[config.mk]
export PLATFORM = sky130hd
export DESIGN_NAME = gmii_frame_gen
export DESIGN_NICKNAME = d
export VERILOG_FILES = /design/src/rtl/gmii_frame_gen.sv
export SDC_FILE = /design/constraint.sdc
export NUM_CORES = 1
export LEC_CHECK = 0
export CORE_MARGIN = 2
export CORE_UTILIZATION = 50
export CTS_CLUSTER_SIZE = 8
export DETAILED_ROUTE_END_ITERATION = 12
export PLACE_DENSITY = 0.75
export REMOVE_ABC_BUFFERS = 1
export SYNTH_ARGS = -nofsm -noshare
export SYNTH_HDL_FRONTEND = slang
export SYNTH_SLANG_ARGS = --single-unit
[constraint.sdc]
create_clock -name GTX_CLK -period 4.2 [get_ports GTX_CLK]
set_clock_uncertainty 0.2 [all_clocks]
set_input_delay 0.84 -clock GTX_CLK [delete_from_list [all_inputs] [get_ports GTX_CLK]]
set_output_delay 0.84 -clock GTX_CLK [all_outputs]
set_load 0.1 [all_outputs]
[src/rtl/gmii_frame_gen.sv]
// gmii_frame_gen: parametrised GMII frame source.
// Emits preamble, SFD, an incrementing or PRBS8 payload of programmable length,
// then a programmable inter-packet gap. All outputs are registered.
// Optional build macro: GMII_ERR_INJ_EN adds single-byte TX_ER injection at err_pos.
module gmii_frame_gen #(
   parameter int MAX_LEN = 1500,
   parameter int LEN_W   = 11,
   parameter int PRE_LEN = 7,
   parameter int IPG_MIN = 12,
   parameter int IPG_W   = 8,
   parameter int CNT_W   = 16
) (
   input  logic             GTX_CLK,
   input  logic             mr_main_reset,
   input  logic             start,
   input  logic [LEN_W-1:0] frame_len,
   input  logic [IPG_W-1:0] ipg_len,
   input  logic             mode,
   input  logic [7:0]       seed,
   input  logic [LEN_W-1:0] err_pos,
   output logic [7:0]       TXD,
   output logic             TX_EN,
   output logic             TX_ER,
   output logic             busy,
   output logic             done,
   output logic [CNT_W-1:0] frame_cnt
);

   // Shared cycle counter must cover payload, IPG and preamble ranges.
   localparam int PW  = $clog2(PRE_LEN + 1);
   localparam int CW0 = (LEN_W > IPG_W) ? LEN_W : IPG_W;
   localparam int CW  = (CW0 > PW) ? CW0 : PW;

   localparam logic [LEN_W-1:0] MAX_L   = LEN_W'(MAX_LEN);
   localparam logic [IPG_W-1:0] IPG_MN  = IPG_W'(IPG_MIN);
   localparam logic [CW-1:0]    ONE     = CW'(1);
   localparam logic [CW-1:0]    PRE_LST = CW'(PRE_LEN - 1);

   typedef enum logic [2:0] {IDLE, PRE, SFD, DATA, IPG} state_t;

   state_t           state;
   logic [CW-1:0]    cnt;
   logic [LEN_W-1:0] len_r;
   logic [IPG_W-1:0] ipg_r;
   logic             mode_r;
   logic [7:0]       dat_r;     // payload value currently on the wire (pre-injection)

   logic [LEN_W-1:0] len_clamp;
   logic [IPG_W-1:0] ipg_clamp;
   logic [CW-1:0]    len_last;
   logic [CW-1:0]    ipg_last;
   logic [CW-1:0]    cnt_nxt;
   logic [7:0]       dat_nxt;
   logic             inj_first;
   logic             inj_nxt;

   // x^8+x^6+x^5+x^4+1, Fibonacci form, shift left with feedback into bit 0.
   function automatic logic [7:0] lfsr_next(input logic [7:0] q);
      return {q[6:0], q[7] ^ q[5] ^ q[4] ^ q[3]};
   endfunction

   assign len_clamp = (frame_len > MAX_L) ? MAX_L : frame_len;
   assign ipg_clamp = (ipg_len < IPG_MN) ? IPG_MN : ipg_len;
   assign len_last  = CW'(len_r) - ONE;
   assign ipg_last  = CW'(ipg_r) - ONE;
   assign cnt_nxt   = cnt + ONE;
   assign dat_nxt   = mode_r ? lfsr_next(dat_r) : dat_r + 8'd1;

`ifdef GMII_ERR_INJ_EN
   logic [LEN_W-1:0] err_r;

   // Capture the injection index alongside the other frame parameters.
   always_ff @(posedge GTX_CLK or negedge mr_main_reset) begin
      if (!mr_main_reset)
         err_r <= '0;
      else if (state == IDLE && start && frame_len != '0)
         err_r <= err_pos;
   end

   // err_pos beyond the payload never matches an index, so no injection occurs.
   assign inj_first = (err_r == '0);
   assign inj_nxt   = (CW'(err_r) == cnt_nxt);
`else
   logic unused_err;
   assign unused_err = ^err_pos;
   assign inj_first  = 1'b0;
   assign inj_nxt    = 1'b0;
`endif

   // Frame sequencer; each branch sets the outputs seen during the next cycle.
   always_ff @(posedge GTX_CLK or negedge mr_main_reset) begin
      if (!mr_main_reset) begin
         state     <= IDLE;
         cnt       <= '0;
         len_r     <= '0;
         ipg_r     <= '0;
         mode_r    <= 1'b0;
         dat_r     <= 8'h00;
         TXD       <= 8'h00;
         TX_EN     <= 1'b0;
         TX_ER     <= 1'b0;
         busy      <= 1'b0;
         done      <= 1'b0;
         frame_cnt <= '0;
      end else begin
         done  <= 1'b0;
         TX_ER <= 1'b0;
         case (state)
            IDLE: begin
               TXD   <= 8'h00;
               TX_EN <= 1'b0;
               busy  <= 1'b0;
               if (start && frame_len != '0) begin
                  len_r  <= len_clamp;
                  ipg_r  <= ipg_clamp;
                  mode_r <= mode;
                  // An all-zero LFSR would lock up, so PRBS mode starts at 01.
                  dat_r  <= (mode && seed == 8'h00) ? 8'h01 : seed;
                  cnt    <= '0;
                  TXD    <= 8'h55;
                  TX_EN  <= 1'b1;
                  busy   <= 1'b1;
                  state  <= PRE;
               end
            end
            PRE: begin
               if (cnt == PRE_LST) begin
                  TXD   <= 8'hD5;
                  state <= SFD;
               end else begin
                  cnt <= cnt_nxt;
                  TXD <= 8'h55;
               end
            end
            SFD: begin
               cnt   <= '0;
               TXD   <= inj_first ? 8'hFE : dat_r;
               TX_ER <= inj_first;
               state <= DATA;
            end
            DATA: begin
               if (cnt == len_last) begin
                  cnt   <= '0;
                  TXD   <= 8'h00;
                  TX_EN <= 1'b0;
                  state <= IPG;
                  if (ipg_last == '0) begin
                     done      <= 1'b1;
                     frame_cnt <= frame_cnt + 1'b1;
                  end
               end else begin
                  // The generator advances even over an injected byte.
                  cnt   <= cnt_nxt;
                  dat_r <= dat_nxt;
                  TXD   <= inj_nxt ? 8'hFE : dat_nxt;
                  TX_ER <= inj_nxt;
               end
            end
            IPG: begin
               TXD   <= 8'h00;
               TX_EN <= 1'b0;
               if (cnt == ipg_last) begin
                  busy  <= 1'b0;
                  state <= IDLE;
               end else begin
                  cnt <= cnt_nxt;
                  if (cnt_nxt == ipg_last) begin
                     done      <= 1'b1;
                     frame_cnt <= frame_cnt + 1'b1;
                  end
               end
            end
            default: begin
               TXD   <= 8'h00;
               TX_EN <= 1'b0;
               busy  <= 1'b0;
               state <= IDLE;
            end
         endcase
      end
   end

endmodule
### Yosys cells after proc, flatten, opt, wreduce, memory -nomap -nowiden

Index checks and enable logic that the tools add are counted.

| storage, ports and cells | value |
|---|---|
| output and inout port bits | 28 |
| register bits | 69 |
| bits of input ports | 42 |
| logic and storage cells | 94 |

| cells by class | value |
|---|---|
| $add $sub $neg | 5 |
| multiplexer cells | 36 |
| eq/ne operators | 17 |
| $lt $le $gt $ge | 2 |
| reductions and logical operators | 18 |
| bitwise logic cells | 5 |

Operator list:

| kind | count |
|---|---|
| $mux 16 | 4 |
| $mux 8 | 7 |
| $mux 11 | 5 |
| $pmux 11 s5 | 1 |
| $eq 11x11->1 | 3 |
| $pmux 16 s2 | 1 |
| $pmux 8 s4 | 1 |
| $ne 2x2->1 const B | 9 |
| $add 16x1->16 const B | 1 |
| $pmux 8 s2 | 1 |
| $pmux 3 s5 | 1 |
| $mux 3 | 4 |
| $add 11x1->11 const B | 1 |
| $eq 11x3->1 const B | 1 |
| $gt 11x11->1 const B | 1 |
| $logic_not 11->1 | 1 |
| $reduce_bool 11->1 | 1 |
| $sub 11x1->11 const B | 1 |
| $sub 8x1->9 const B | 1 |
| $add 8x1->8 const B | 1 |
| $logic_not 8->1 | 1 |
| $lt 8x4->1 const B | 1 |
| $reduce_and 4->1 | 2 |
| $mux 1 | 7 |
| 17 further kinds | 26 |

### Logic depth before layout (Yosys ltp)

| logic depth | value |
|---|---|
| word-level depth | 6 |
| depth in mapped cells | 12 |
| gate-level depth less buffers | 10 |

### Worst setup path before layout

Ideal clock, no wire load.

| path | value |
|---|---|
| path kind | flip-flop to flip-flop |
| start point | reg ipg_r[0] |
| end point | reg frame_cnt[14] |
| required time | 3844 ps |
| slack | 1243 ps |
| arrival time | 2602 ps |
| library setup time | 156 ps |
| clock period less this slack | 2957 ps |
| path buffers | 1 |
| stages on the path, launching flop included | 12 |
| cells stage by stage | dfrtp_1 -> inv_1 -> ha_1 -> or3b_4 -> nor4b_4 -> nand3_1 -> mux2i_1 -> a22oi_2 -> o41ai_4 -> buf_6 -> nand4_4 -> xnor2_2 |

| between the ends | value |
|---|---|
| cells in the longest elaborated chain, start to end | 4 |
| elaborated cells between the ends (all ways) | 8 |
| those cells by class | add/sub: 1; eq/ne: 5; reduce/logical: 2 |

Ends and longest elaborated chain:

| element | line | text |
|---|---|---|
| start, declared | 44 | `logic [IPG_W-1:0] ipg_r;` |
| start signal, assigned | 115 | `ipg_r <= ipg_clamp;` |
| $sub 8x1->9 (*) | 65 | `assign ipg_last = CW'(ipg_r) - ONE;` |
| $eq 11x11->1, or another cell as far along | 167 | `if (cnt_nxt == ipg_last) begin` |
| $ne 2x2->1 (no line) | n/a |  |
| $reduce_and 5->1 (no line) (*) | n/a |  |
| end signal, assigned | 149 | `frame_cnt <= frame_cnt + 1'b1;` |
| end signal, assigned | 169 | `frame_cnt <= frame_cnt + 1'b1;` |
| end, declared | 26 | `output logic [CNT_W-1:0] frame_cnt` |

Mark *: on every way between the ends. The rest lies on a longest branch, timed or not.
A chain may end at the register's enable or synchronous reset.

### Final worst setup path

| path | value |
|---|---|
| start point | reg len_r[0] |
| end point | reg dat_r[7] |

| between the ends | value |
|---|---|
| cells in the longest elaborated chain, start to end | 4 |

Ends and longest elaborated chain:

| element | line | text |
|---|---|---|
| start, declared | 43 | `logic [LEN_W-1:0] len_r;` |
| start signal, assigned | 114 | `len_r <= len_clamp;` |
| $sub 11x1->11 | 64 | `assign len_last = CW'(len_r) - ONE;` |
| $eq 11x11->1 | 142 | `if (cnt == len_last) begin` |
| $ne 2x2->1 (no line) | n/a |  |
| $reduce_and 3->1 (no line) | n/a |  |
| end signal, assigned | 118 | `dat_r <= (mode && seed == 8'h00) ? 8'h01 : seed;` |
| end signal, assigned | 154 | `dat_r <= dat_nxt;` |
| end, declared | 46 | `logic [7:0] dat_r;` |

No other way between the ends.

==> impl_metrics.toml <==
[status]
status = "finished, final reports clean"

[setup_path]
critPathKind = "reg -> reg"
path_cells = "inv_1 > ha_1 > nor3b_1 > nand3_1 > xnor2_1 > nor4_2 > o2111ai_4 > nand2b_2 > nand2_1 > o221a_2"
start_kind = "flip-flop"
crit_path_end_kind = "flip-flop"
crit_path_max_fanout = 22
crit_slowest_cell = "nand2b_2"
critPathArrivalTime_ns = 3.67
crit_required_ns = 4.25
cp_slowest_stage_delay_ns = 0.52

[yosys]
async_reset_ff_frac = 1.00
synth_top_flop_cell = "dfrtp_1"
yosysMostFrequentCell = "dfrtp_1"
synthTopCellsByCount = "dfrtp_1 (69), nand2_1 (57), o21ai_0 (37), nor2_1 (36), xnor2_1 (35)"
synth.top_cell.area_share = 0.378
ys_ff_latch = 69
syn_avg_cell_area_sq_um = 8.96
yosysSeqAreaShare = 0.378
syn_area_sq_mm = 0.00457
yosysWarnings = 0
synth_top_cells_by_area = "dfrtp_1 (38%), xnor2_1 (6.7%), nand2_1 (4.7%)"
synth-edff-count = 0
synth_cell_type_count = 73
netlist_instances = 510
yosys.area.top_type = "dfrtp_1"

[floorplanning]
dieArea_sq_mm = 0.00992
die_h_um = 99.6
dieWidth_um = 99.6
start_util = 0.519
core_area_sq_mm = 0.00881
row_count = 34
num_io_pins = 70

[timing]
fmax_mhz = 276
worst_pin_slew_ns = 1.04
slew_headroom = 0.307
drv_slew = 0
rsz0062_at_grt = "no"
layout_min_cycle_time_ns = 3.62
timing.final.ws_setup_ns = 0.579
period_share = 0.862
tns_ns = 0
hold_violations = 0
finalSetupViolCount = 0

[detailed_routing]
vias_per_cell = 6.02
dr_total_vias = 4000
wire_per_inst_um = 16.5
postRouteAntennaNets = 0
wl_mm = 11.0
drt_iter0_markers = 314
detail_route.first_pass.iterations = 6
drc = 0

[global_routing]
grt_usage = 0.235
gr-total-overflow = 0
antenna_found_initial = 1
grt_pass1_vias = 3853
grt_max_degree = 46
grt_pass1_wl_mm = 18.7

[clock_network]
clk_latency_ns = 0.37
htree_levels = 3
cts-resized-gates = 0
clock-sinks = 69
cts_root_buf = "clkbuf_8"
cts.path.max_buffers = 2
postCtsSetupRepairBufs = 0
path_clk_slew_ns = 0.08
numCtsBuffers = 9
cts_hold_buffers = 0
cts_tree = "built"

[flow_run]
drv_cap = 0

[placement]
dp_hpwl_mm = 7.91
placed_cell_area_sq_mm = 0.00515
io_buffers = 57
gp_congestion = 0.880
dp_slack_ns = 0.662
placed_cells = 649

[final_layout]
postLayoutCellArea_sq_mm = 0.00538
layout.cells.non_filler = 665
num_antenna_cells = 0
drive_above_1_share = 0.118
nets = 601
area_growth_pct = 17.6

[worst_hold_path]
worstHoldPathType = "reg -> reg"

[pwr]
leakage_nw = 2.24
ir_worst_vdd_mv = 0.383
p_per_area_mw_per_mm2 = 733
p_total_mw = 3.94
==> report_power, final <==
group | internal, mW | total, mW | leakage, nW | switching (mW)
combinational | 0.804 | 2.02 | 1.25 | 1.22
clock | 0.345 | 0.653 | 0.116 | 0.308
sequential | 0.894 | 1.27 | 0.870 | 0.372
total | 2.04 | 3.94 | 2.24 | 1.90
==> state kept, by name, summed over array words and instances (netlist names) <==
| name | flops |
|---|---|
| TXD | 8 |
| TX_EN | 1 |
| busy | 1 |
| cnt | 11 |
| dat_r | 8 |
| done | 1 |
| frame_cnt | 16 |
| ipg_r | 8 |
| len_r | 11 |
| mode_r | 1 |
| state | 3 |
==> area by class of cell <==
class                   instances  area (sq um)
well taps                     108           135
clock inverters                 7           106
repair buffers                 65           626
multi-input cells             389          2590
flip-flops and latches         69          1730
fillers                       770          3430
clock buffers                   9           124
inverters                      18          67.6
==> cells by family after synthesis <==
kind of cell	synth area share
and+or+nand+nor	0.259
AOI/OAI and AO/OA	0.165
DFF	0.378
xor gates and xnor gates	0.107
buffers and inverters	0.0553
adders and majority gates	0.0192
muxes	0.0170
other	0.000820
==> routing by layer <==
| metal | track usage | routed length (um) | up-vias | part of all wire |
|---|---|---|---|---|
| li1 | - | - | 1913 | - |
| met1 | 0.319 | 4870 | 1933 | 0.44 |
| met4 | 0.112 | 258 | 0 | 0.023 |
| met5 | 0 | 0 | - | 0 |
| met3 | 0.0394 | 606 | 23 | 0.055 |
| met2 | 0.367 | 5240 | 131 | 0.48 |
==> metrics by stage <==
step                      hold WS (ns)  utilization
after floorplan                  0.265            -
after global placement           0.260        0.584
after detailed placement         0.269        0.584
after CTS                        0.284        0.611
after global routing             0.303        0.611
final                            0.278        0.611
==> final timing paths <==
| check | start | to | slack [ns] | cells past startpoint |
|---|---|---|---|---|
| max | len_r[0] | dat_r[7] | 0.58 | 10 |
| min | frame_cnt[15] | frame_cnt[15] | 0.28 | 1 |
| max reg2reg | len_r[0] | dat_r[7] | 0.58 | 10 |
| min reg2reg | frame_cnt[15] | frame_cnt[15] | 0.28 | 1 |
| max in group asynchronous | mr_main_reset | TXD[0] | 2.59 | 2 |
| min in group asynchronous | mr_main_reset | frame_cnt[3] | 0.45 | 1 |
==> critical path: cells and delay by family (launching register included) <==
family / cells / cell delay, ns
AO/OA/AOI/OAI: 2 / 0.56
XOR/XNOR: 1 / 0.20
adder cells (fa/ha/maj): 1 / 0.27
buffers and inverters: 1 / 0.11
flip-flops: 1 / 0.47
AND/OR/NAND/NOR: 5 / 1.69
==> layout by cell type, fill, tap and decap left out, types with 9 or more instances in the layout <==
cell / instances
dfrtp_1: 69
nand2_1: 57
clkdlybuf4s50_1: 56
o21ai_0: 37
nor2_1: 36
xnor2_1: 35
nand3_1: 26
nor3_1: 21
inv_1: 18
xor2_1: 17
nor4_1: 12
a21oi_1: 11
a22o_1: 11
and3_1: 10
nand3_2: 9
clkbuf_8: 9
(Power assumes the default switching activity.)
